--- config.mk ---
export PLATFORM = sky130hd
export DESIGN_NAME = imem_dump_flat
export DESIGN_NICKNAME = d
export VERILOG_FILES = /design/src/rtl/imem_dump_pkg.sv /design/src/rtl/imem_dump_if.sv /design/src/rtl/imem_dump_ser.sv /design/src/rtl/imem_dump.sv /design/src/flat_wrapper.sv
export SDC_FILE = /design/constraint.sdc
export NUM_CORES = 1
export LEC_CHECK = 0
export BUFFER_PORTS_ARGS = -buffer_cell sky130_fd_sc_hd__buf_4
export CORE_MARGIN = 2
export CORE_UTILIZATION = 56
export DETAILED_ROUTE_END_ITERATION = 7
export GPL_TIMING_DRIVEN = 0
export PLACE_DENSITY = 0.93
export SETUP_SLACK_MARGIN = 0.4
export SYNTH_ARGS = -nofsm -noshare
export SYNTH_HDL_FRONTEND = slang
export SYNTH_SLANG_ARGS = --single-unit
--- constraint.sdc ---
create_clock -name clk -period 2.8 [get_ports clk]
set_input_delay 0.7 -clock clk [delete_from_list [all_inputs] [get_ports clk]]
set_output_delay 0.7 -clock clk [all_outputs]
set_load 0.03 [all_outputs]
--- src/rtl/imem_dump_pkg.sv ---
// Shared definitions for the instruction-memory readback engine.
package imem_dump_pkg;

    // Engine states; CSUM is only reachable when IMEM_DUMP_CSUM_EN is defined.
    typedef enum logic [2:0] {
        IDLE,
        FETCH,
        SEND,
        CSUM,
        DONE
    } state_t;

    localparam int         BYTES_PER_WORD = 4;
    localparam logic [1:0] LAST_BYTE_IDX  = 2'(BYTES_PER_WORD - 1);

endpackage

--- src/rtl/imem_dump_if.sv ---
// Byte stream channel from the readback engine to its sink (debug host, trace FIFO).
interface imem_dump_if;

    logic [7:0] tx_data;
    logic       tx_valid;
    logic       tx_ready;

    modport master (
        output tx_data,
        output tx_valid,
        input  tx_ready
    );

    modport slave (
        input  tx_data,
        input  tx_valid,
        output tx_ready
    );

endinterface

--- src/rtl/imem_dump_ser.sv ---
// imem_dump_ser: 32-bit to 8-bit little-endian serializer with valid/ready output.
// A load starts a new word at byte start_idx; start_idx=LAST_BYTE_IDX sends a single byte.
module imem_dump_ser
    import imem_dump_pkg::*;
(
    input  logic        clk,
    input  logic        reset,
    input  logic        load,
    input  logic [31:0] word,
    input  logic [1:0]  start_idx,
    imem_dump_if.master tx,
    output logic        last_byte_accepted
);

    logic [31:0] shift;
    logic [1:0]  byte_idx;
    logic        valid;
    logic        accept;

    assign accept             = valid & tx.tx_ready;
    assign last_byte_accepted = accept & (byte_idx == LAST_BYTE_IDX);
    assign tx.tx_valid        = valid;
    assign tx.tx_data         = shift[7:0];

    // Shift register and byte counter; valid holds until the final byte of the word is taken.
    always_ff @(posedge clk) begin
        if (reset) begin
            valid    <= 1'b0;
            shift    <= '0;
            byte_idx <= '0;
        end else if (load) begin
            valid    <= 1'b1;
            shift    <= word;
            byte_idx <= start_idx;
        end else if (accept) begin
            shift <= shift >> 8;
            if (byte_idx == LAST_BYTE_IDX) begin
                valid <= 1'b0;
            end else begin
                byte_idx <= byte_idx + 2'd1;
            end
        end
    end

endmodule

--- src/rtl/imem_dump.sv ---
// imem_dump: reads num_words words of instruction memory starting at base_addr through
// the test port and streams them out as bytes, least significant byte first.
// Define IMEM_DUMP_CSUM_EN to append an 8-bit additive checksum byte after the data.
module imem_dump
    import imem_dump_pkg::*;
#(
    parameter int DEPTH  = 256,
    parameter int ADDR_W = 32,
    parameter int CNT_W  = 9
) (
    input  logic              clk,
    input  logic              reset,
    input  logic              start,
    input  logic [ADDR_W-1:0] base_addr,
    input  logic [CNT_W-1:0]  num_words,
    output logic [ADDR_W-1:0] mem_addr,
    input  logic [31:0]       mem_data,
    imem_dump_if.master       tx,
    output logic              busy,
    output logic              done
);

    state_t           state;
    logic [CNT_W-1:0] words_left;
    logic             ser_load;
    logic [31:0]      ser_word;
    logic [1:0]       ser_start_idx;
    logic             last_byte_accepted;
    logic [ADDR_W-1:0] next_addr;

    assign next_addr = (mem_addr == ADDR_W'(DEPTH - 1)) ? '0 : mem_addr + ADDR_W'(1);

`ifdef IMEM_DUMP_CSUM_EN
    logic [7:0] csum;
    logic [7:0] csum_next;
    logic       enter_csum;

    // The sum including the byte being accepted this cycle, so the checksum word can be
    // loaded on the same edge as the last data byte and follow it without a gap.
    assign csum_next  = csum + tx.tx_data;
    assign enter_csum = (state == SEND) && last_byte_accepted && (words_left == CNT_W'(1));
`endif

    // Serializer load: a fresh memory word at the end of FETCH, or the checksum byte.
    always_comb begin
        ser_load      = (state == FETCH);
        ser_word      = mem_data;
        ser_start_idx = 2'd0;
`ifdef IMEM_DUMP_CSUM_EN
        if (enter_csum) begin
            ser_load      = 1'b1;
            ser_word      = {24'h0, csum_next};
            ser_start_idx = LAST_BYTE_IDX;
        end else if ((state == IDLE) && start && (num_words == '0)) begin
            ser_load      = 1'b1;
            ser_word      = 32'h0;
            ser_start_idx = LAST_BYTE_IDX;
        end
`endif
    end

    imem_dump_ser u_ser (
        .clk                (clk),
        .reset              (reset),
        .load               (ser_load),
        .word               (ser_word),
        .start_idx          (ser_start_idx),
        .tx                 (tx),
        .last_byte_accepted (last_byte_accepted)
    );

    // Dump sequencer: address and word counters, busy/done flags.
    always_ff @(posedge clk) begin
        if (reset) begin
            state      <= IDLE;
            mem_addr   <= '0;
            words_left <= '0;
            busy       <= 1'b0;
            done       <= 1'b0;
`ifdef IMEM_DUMP_CSUM_EN
            csum       <= '0;
`endif
        end else begin
            done <= 1'b0;
            case (state)
                IDLE: begin
                    if (start) begin
                        mem_addr   <= base_addr % ADDR_W'(DEPTH);
                        words_left <= num_words;
                        busy       <= 1'b1;
`ifdef IMEM_DUMP_CSUM_EN
                        csum       <= '0;
                        state      <= (num_words == '0) ? CSUM : FETCH;
`else
                        state      <= (num_words == '0) ? DONE : FETCH;
`endif
                    end
                end
                FETCH: begin
                    state <= SEND;
                end
                SEND: begin
`ifdef IMEM_DUMP_CSUM_EN
                    if (tx.tx_valid && tx.tx_ready) begin
                        csum <= csum_next;
                    end
`endif
                    if (last_byte_accepted) begin
                        words_left <= words_left - CNT_W'(1);
                        if (words_left == CNT_W'(1)) begin
`ifdef IMEM_DUMP_CSUM_EN
                            state <= CSUM;
`else
                            state <= DONE;
`endif
                        end else begin
                            mem_addr <= next_addr;
                            state    <= FETCH;
                        end
                    end
                end
`ifdef IMEM_DUMP_CSUM_EN
                CSUM: begin
                    if (last_byte_accepted) begin
                        state <= DONE;
                    end
                end
`endif
                DONE: begin
                    done  <= 1'b1;
                    busy  <= 1'b0;
                    state <= IDLE;
                end
                default: begin
                    state <= IDLE;
                end
            endcase
        end
    end

endmodule
--- src/flat_wrapper.sv ---
// flat-port wrapper written by rule: the top's interface ports become plain ports
module imem_dump_flat import imem_dump_pkg::*;
#(
    parameter int DEPTH  = 256,
    parameter int ADDR_W = 32,
    parameter int CNT_W  = 9
)
  (clk, reset, start, base_addr, num_words, mem_addr, mem_data, busy, done, tx_tx_data, tx_tx_valid, tx_tx_ready);
  imem_dump_if tx_i ();
  input  logic clk;
  input  logic reset;
  input  logic start;
  input  logic [ADDR_W-1:0] base_addr;
  input  logic [CNT_W-1:0] num_words;
  output logic [ADDR_W-1:0] mem_addr;
  input  logic [31:0] mem_data;
  output logic busy;
  output logic done;
  output wire logic [$bits(tx_i.tx_data)-1:0] tx_tx_data;
  output wire logic [$bits(tx_i.tx_valid)-1:0] tx_tx_valid;
  input wire logic [$bits(tx_i.tx_ready)-1:0] tx_tx_ready;
  assign tx_tx_data = tx_i.tx_data;
  assign tx_tx_valid = tx_i.tx_valid;
  assign tx_i.tx_ready = tx_tx_ready;
  imem_dump #(.DEPTH(DEPTH), .ADDR_W(ADDR_W), .CNT_W(CNT_W)) u_core (.clk(clk), .reset(reset), .start(start), .base_addr(base_addr), .num_words(num_words), .mem_addr(mem_addr), .mem_data(mem_data), .tx(tx_i), .busy(busy), .done(done));
endmodule
==> impl_metrics.csv <==
group,metric,value,unit
routing,drc_errors,0,
pwr,leakagePower,1.96,nW
clock_network,cts_sinks,81,
synthesis,ys_seq_area_share,38.4,%
timing,slew_headroom,33.7,%
hold_path,hold_depth,2,
synthesis,postSynth.asyncResetShare,0,%
placed_design,hpwl,8.81,mm
clock_network,post_cts_buffers,0,
setup_path,end_kind,"register",
setup_path,critPathMaxFanout,10,
synthesis,synth_top_cell_by_area,"dfxtp_1",
cells_and_area,fillers,574,
global_route,grt_max_degree,16,
setup_path,r2r_end,"u_core.mem_addr[14]",
cells_and_area,multi_input_area,0.00236,mm²
cells_and_area,layout-drive-gt1-share,21.7,%
synthesis,synth_area_per_cell,7.93,µm²
routing,ant_nets,0,
routing,vias,4715,
placed_design,gp_congestion,0.924,
setup_path,reg2reg_depth,9,
cells_and_area,antenna_cells,0,
timing,setup_ws,0.565,ns
cells_and_area,final_nets,717,
synthesis,synth.distinct_cells,53,
synthesis,synth_edf_count,0,
placed_design,port_buffers,93,
pwr,powerDensity,501,mW/mm²
setup_path,r2r_slack,0.56,ns
setup_path,reg2reg_from,"u_core.words_left[1]",
hold_path,hold_path_class,"reg2reg",
timing,rsz0062_at_grt,"false",
timing,final-setup-viol-count,0,
timing,worst_pin_slew,0.989,ns
floorplanning,core_area,0.00729,mm²
routing,drt_iter0_markers,401,
routing,wire_per_inst,16.4,µm
floorplanning,die-area,0.00825,mm²
timing,max_freq,447,MHz
flow_run,drv_cap,0,
hold_path,holdPathEnd,"u_core.u_ser.shift[27]",
setup_path,criticalPathCategory,"reg2reg",
setup_path,cp.arrival,2.53,ns
timing,holdWs,0.479,ns
routing,firstDrtPassIters,5,
synthesis,yosysWarnings,0,
clock_network,root_buffer,"clkbuf_8",
clock_network,clk_latency,0.36,ns
setup_path,worst_setup_path_start_kind,"register",
clock_network,clock_path_buffers,2,
routing,vias_per_cell,6.37,
clock_network,htreeDepth,3,
timing,fin_worst_skew,0.0100,ns
global_route,antenna_found_initial,0,
floorplanning,rows,31,
global_route,grt_first_pass_wirelength,19.9,mm
clock_network,cts_tree,"done",
synthesis,syn_area,0.00422,mm²
setup_path,worstPathRequired,3.10,ns
synthesis,synth_top_cell_area_share,38.4,%
floorplanning,die_h,90.8,µm
synthesis,netlist_top_cells_count,"dfxtp_1, nand2_1, nand3_1",
timing,hold_violations,0,
timing,report.final.slew_viol_count,0,
clock_network,hold_buffers,0,
status,status,"finished clean",
global_route,grt.overflow.total,0,
clock_network,cts_buffers,9,
synthesis,syn_nets,613,
floorplanning,die_x,90.8,µm
synthesis,yosys-top-cells-area,"dfxtp_1, nand3_1, nand2_1",
timing,fin_crit_sh,79.8,%
global_route,first_global_vias,4252,
floorplanning,pin_count,120,
synthesis,ys.flop_type,"dfxtp_1",
cells_and_area,syn_to_final_growth,24.3,%
synthesis,synth_most_common_cell,"dfxtp_1",
synthesis,synthCells,532,
timing,tns,0,ns
floorplanning,initial_core_util,57.9,%
routing,wl,12.1,mm
timing,post-route-min-period,2.24,ns
pwr,vdd_drop_max,0.000354,V
setup_path,path_cells,"inv_1 -> ha_1 -> nor2b_1 -> nand4_1 -> a21oi_2 -> buf_4 -> buf_2 -> o21ai_0 -> a21oi_1",
cells_and_area,regArea,0.00162,mm²
clock_network,path_clk_slew,0.09,ns
global_route,grt_usage,28.9,%
synthesis,synth-seq-cells,81,
setup_path,crit_slowest_cell,"a21oi_2",
placed_design,pre_cts_ws,0.382,ns
setup_path,max_stage_delay,0.40,ns
hold_path,hp-start,"u_core.u_ser.shift[27]",
==> stage by stage <==
stage	util (%)	area (µm²)	power, mW	instances
floorplan	-	4220	1.58	532
global placement	69.1	5040	1.73	724
detailed placement	69.1	5040	1.75	724
CTS	71.9	5240	2.62	740
global route	72.0	5250	2.74	740
finish	72.0	5250	2.63	740
==> critical path, delay by kind of cell (launching register included) <==
kind / cells / cell delay, ns
compound gates: 3 / 0.70
simple gates: 2 / 0.37
fa+ha+maj: 1 / 0.15
flops: 1 / 0.34
buf+inv: 3 / 0.61
==> where the power goes <==
| part | leakage (nW) | internal, mW | switching (mW) |
|---|---|---|---|
| clock | 0.0966 | 0.420 | 0.470 |
| sequential | 0.661 | 1.21 | 0.0519 |
| combinational | 1.20 | 0.190 | 0.281 |
| total | 1.96 | 1.82 | 0.803 |
==> cell usage in the layout, fill, tap and decap left out, types with 3 or more instances in the layout <==
cell / count
nand2_1: 65
or4_1: 8
o31ai_1: 7
o21ai_1: 8
nand3_1: 61
or3_1: 7
buf_1: 4
a21oi_1: 44
or3b_1: 4
dfxtp_1: 81
and3_1: 11
a211oi_1: 6
buf_4: 104
ha_1: 4
nand2b_1: 5
a22oi_1: 3
nor4_1: 7
buf_2: 6
nor3b_1: 3
nand4_1: 13
a21o_1: 3
mux2i_1: 4
clkbuf_1: 22
a311oi_1: 24
and2_1: 3
nor2_1: 46
o21ai_0: 11
and4_1: 4
o32ai_1: 3
a31oi_1: 12
inv_1: 5
a41oi_1: 3
clkbuf_8: 9
nor3_1: 8
inv_6: 3
==> timing repair <==
action	CTS	global route
resized for setup	0	1
setup endpoints to repair	0	1
endpoints found under the hold margin	0	0
==> worst max-delay path by stage <==
stage	start	end	slack, ns	depth (start not counted)
2_1_floorplan	tx_tx_ready	u_core.mem_addr[23]	0.70	6
6_report	u_core.words_left[1]	u_core.mem_addr[14]	0.56	9
4_1_cts	u_core.words_left[1]	u_core.mem_addr[14]	0.60	9
3_5_place_dp	tx_tx_ready	u_core.mem_addr[17]	0.38	7
5_1_grt	u_core.words_left[2]	u_core.mem_addr[20]	0.41	7
3_3_place_gp	tx_tx_ready	u_core.mem_addr[21]	0.40	7
==> registers in the layout, summed over array words and instances (netlist names) <==
signal and cells:
u_core.busy 1, u_core.u_ser.tx.tx_valid 1, u_core.words_left 9, u_core.mem_addr 32, u_core.done 1, u_core.u_ser.byte_idx 2, u_core.state 3, u_core.u_ser.shift 32
==> per-layer routing <==
metal | track usage (%) | share of wire (%) | vias to the layer above
met2 | 46.6 | 49 | 253
met1 | 38.8 | 41 | 2234
met4 | 12.5 | 2.4 | 0
li1 | - | - | 2195
met3 | 3.92 | 8.2 | 33
met5 | 0 | 0 | -
==> cell type report <==
cell class / count / share of cell area (%)
timing repair buffer: 93 / 13.3
tap: 99 / 2.36
sequential: 81 / 30.9
multi-input combinational: 402 / 45.0
clock buffer: 9 / 2.36
inverter: 5 / 0.358
buffer: 44 / 4.22
clock inverter: 7 / 1.45
==> cells by family (layout without fill, tap and decap cells) <==
family,count (synthesis),count (layout),share of synthesized area [%]
compound gates,136,136,21.9
flops,81,81,38.4
buf+inv,49,158,5.69
fa+ha+maj,4,4,1.19
mux,4,4,0.949
simple gates,257,257,31.6
xor+xnor,1,1,0.208
(Power assumes the default switching activity.)
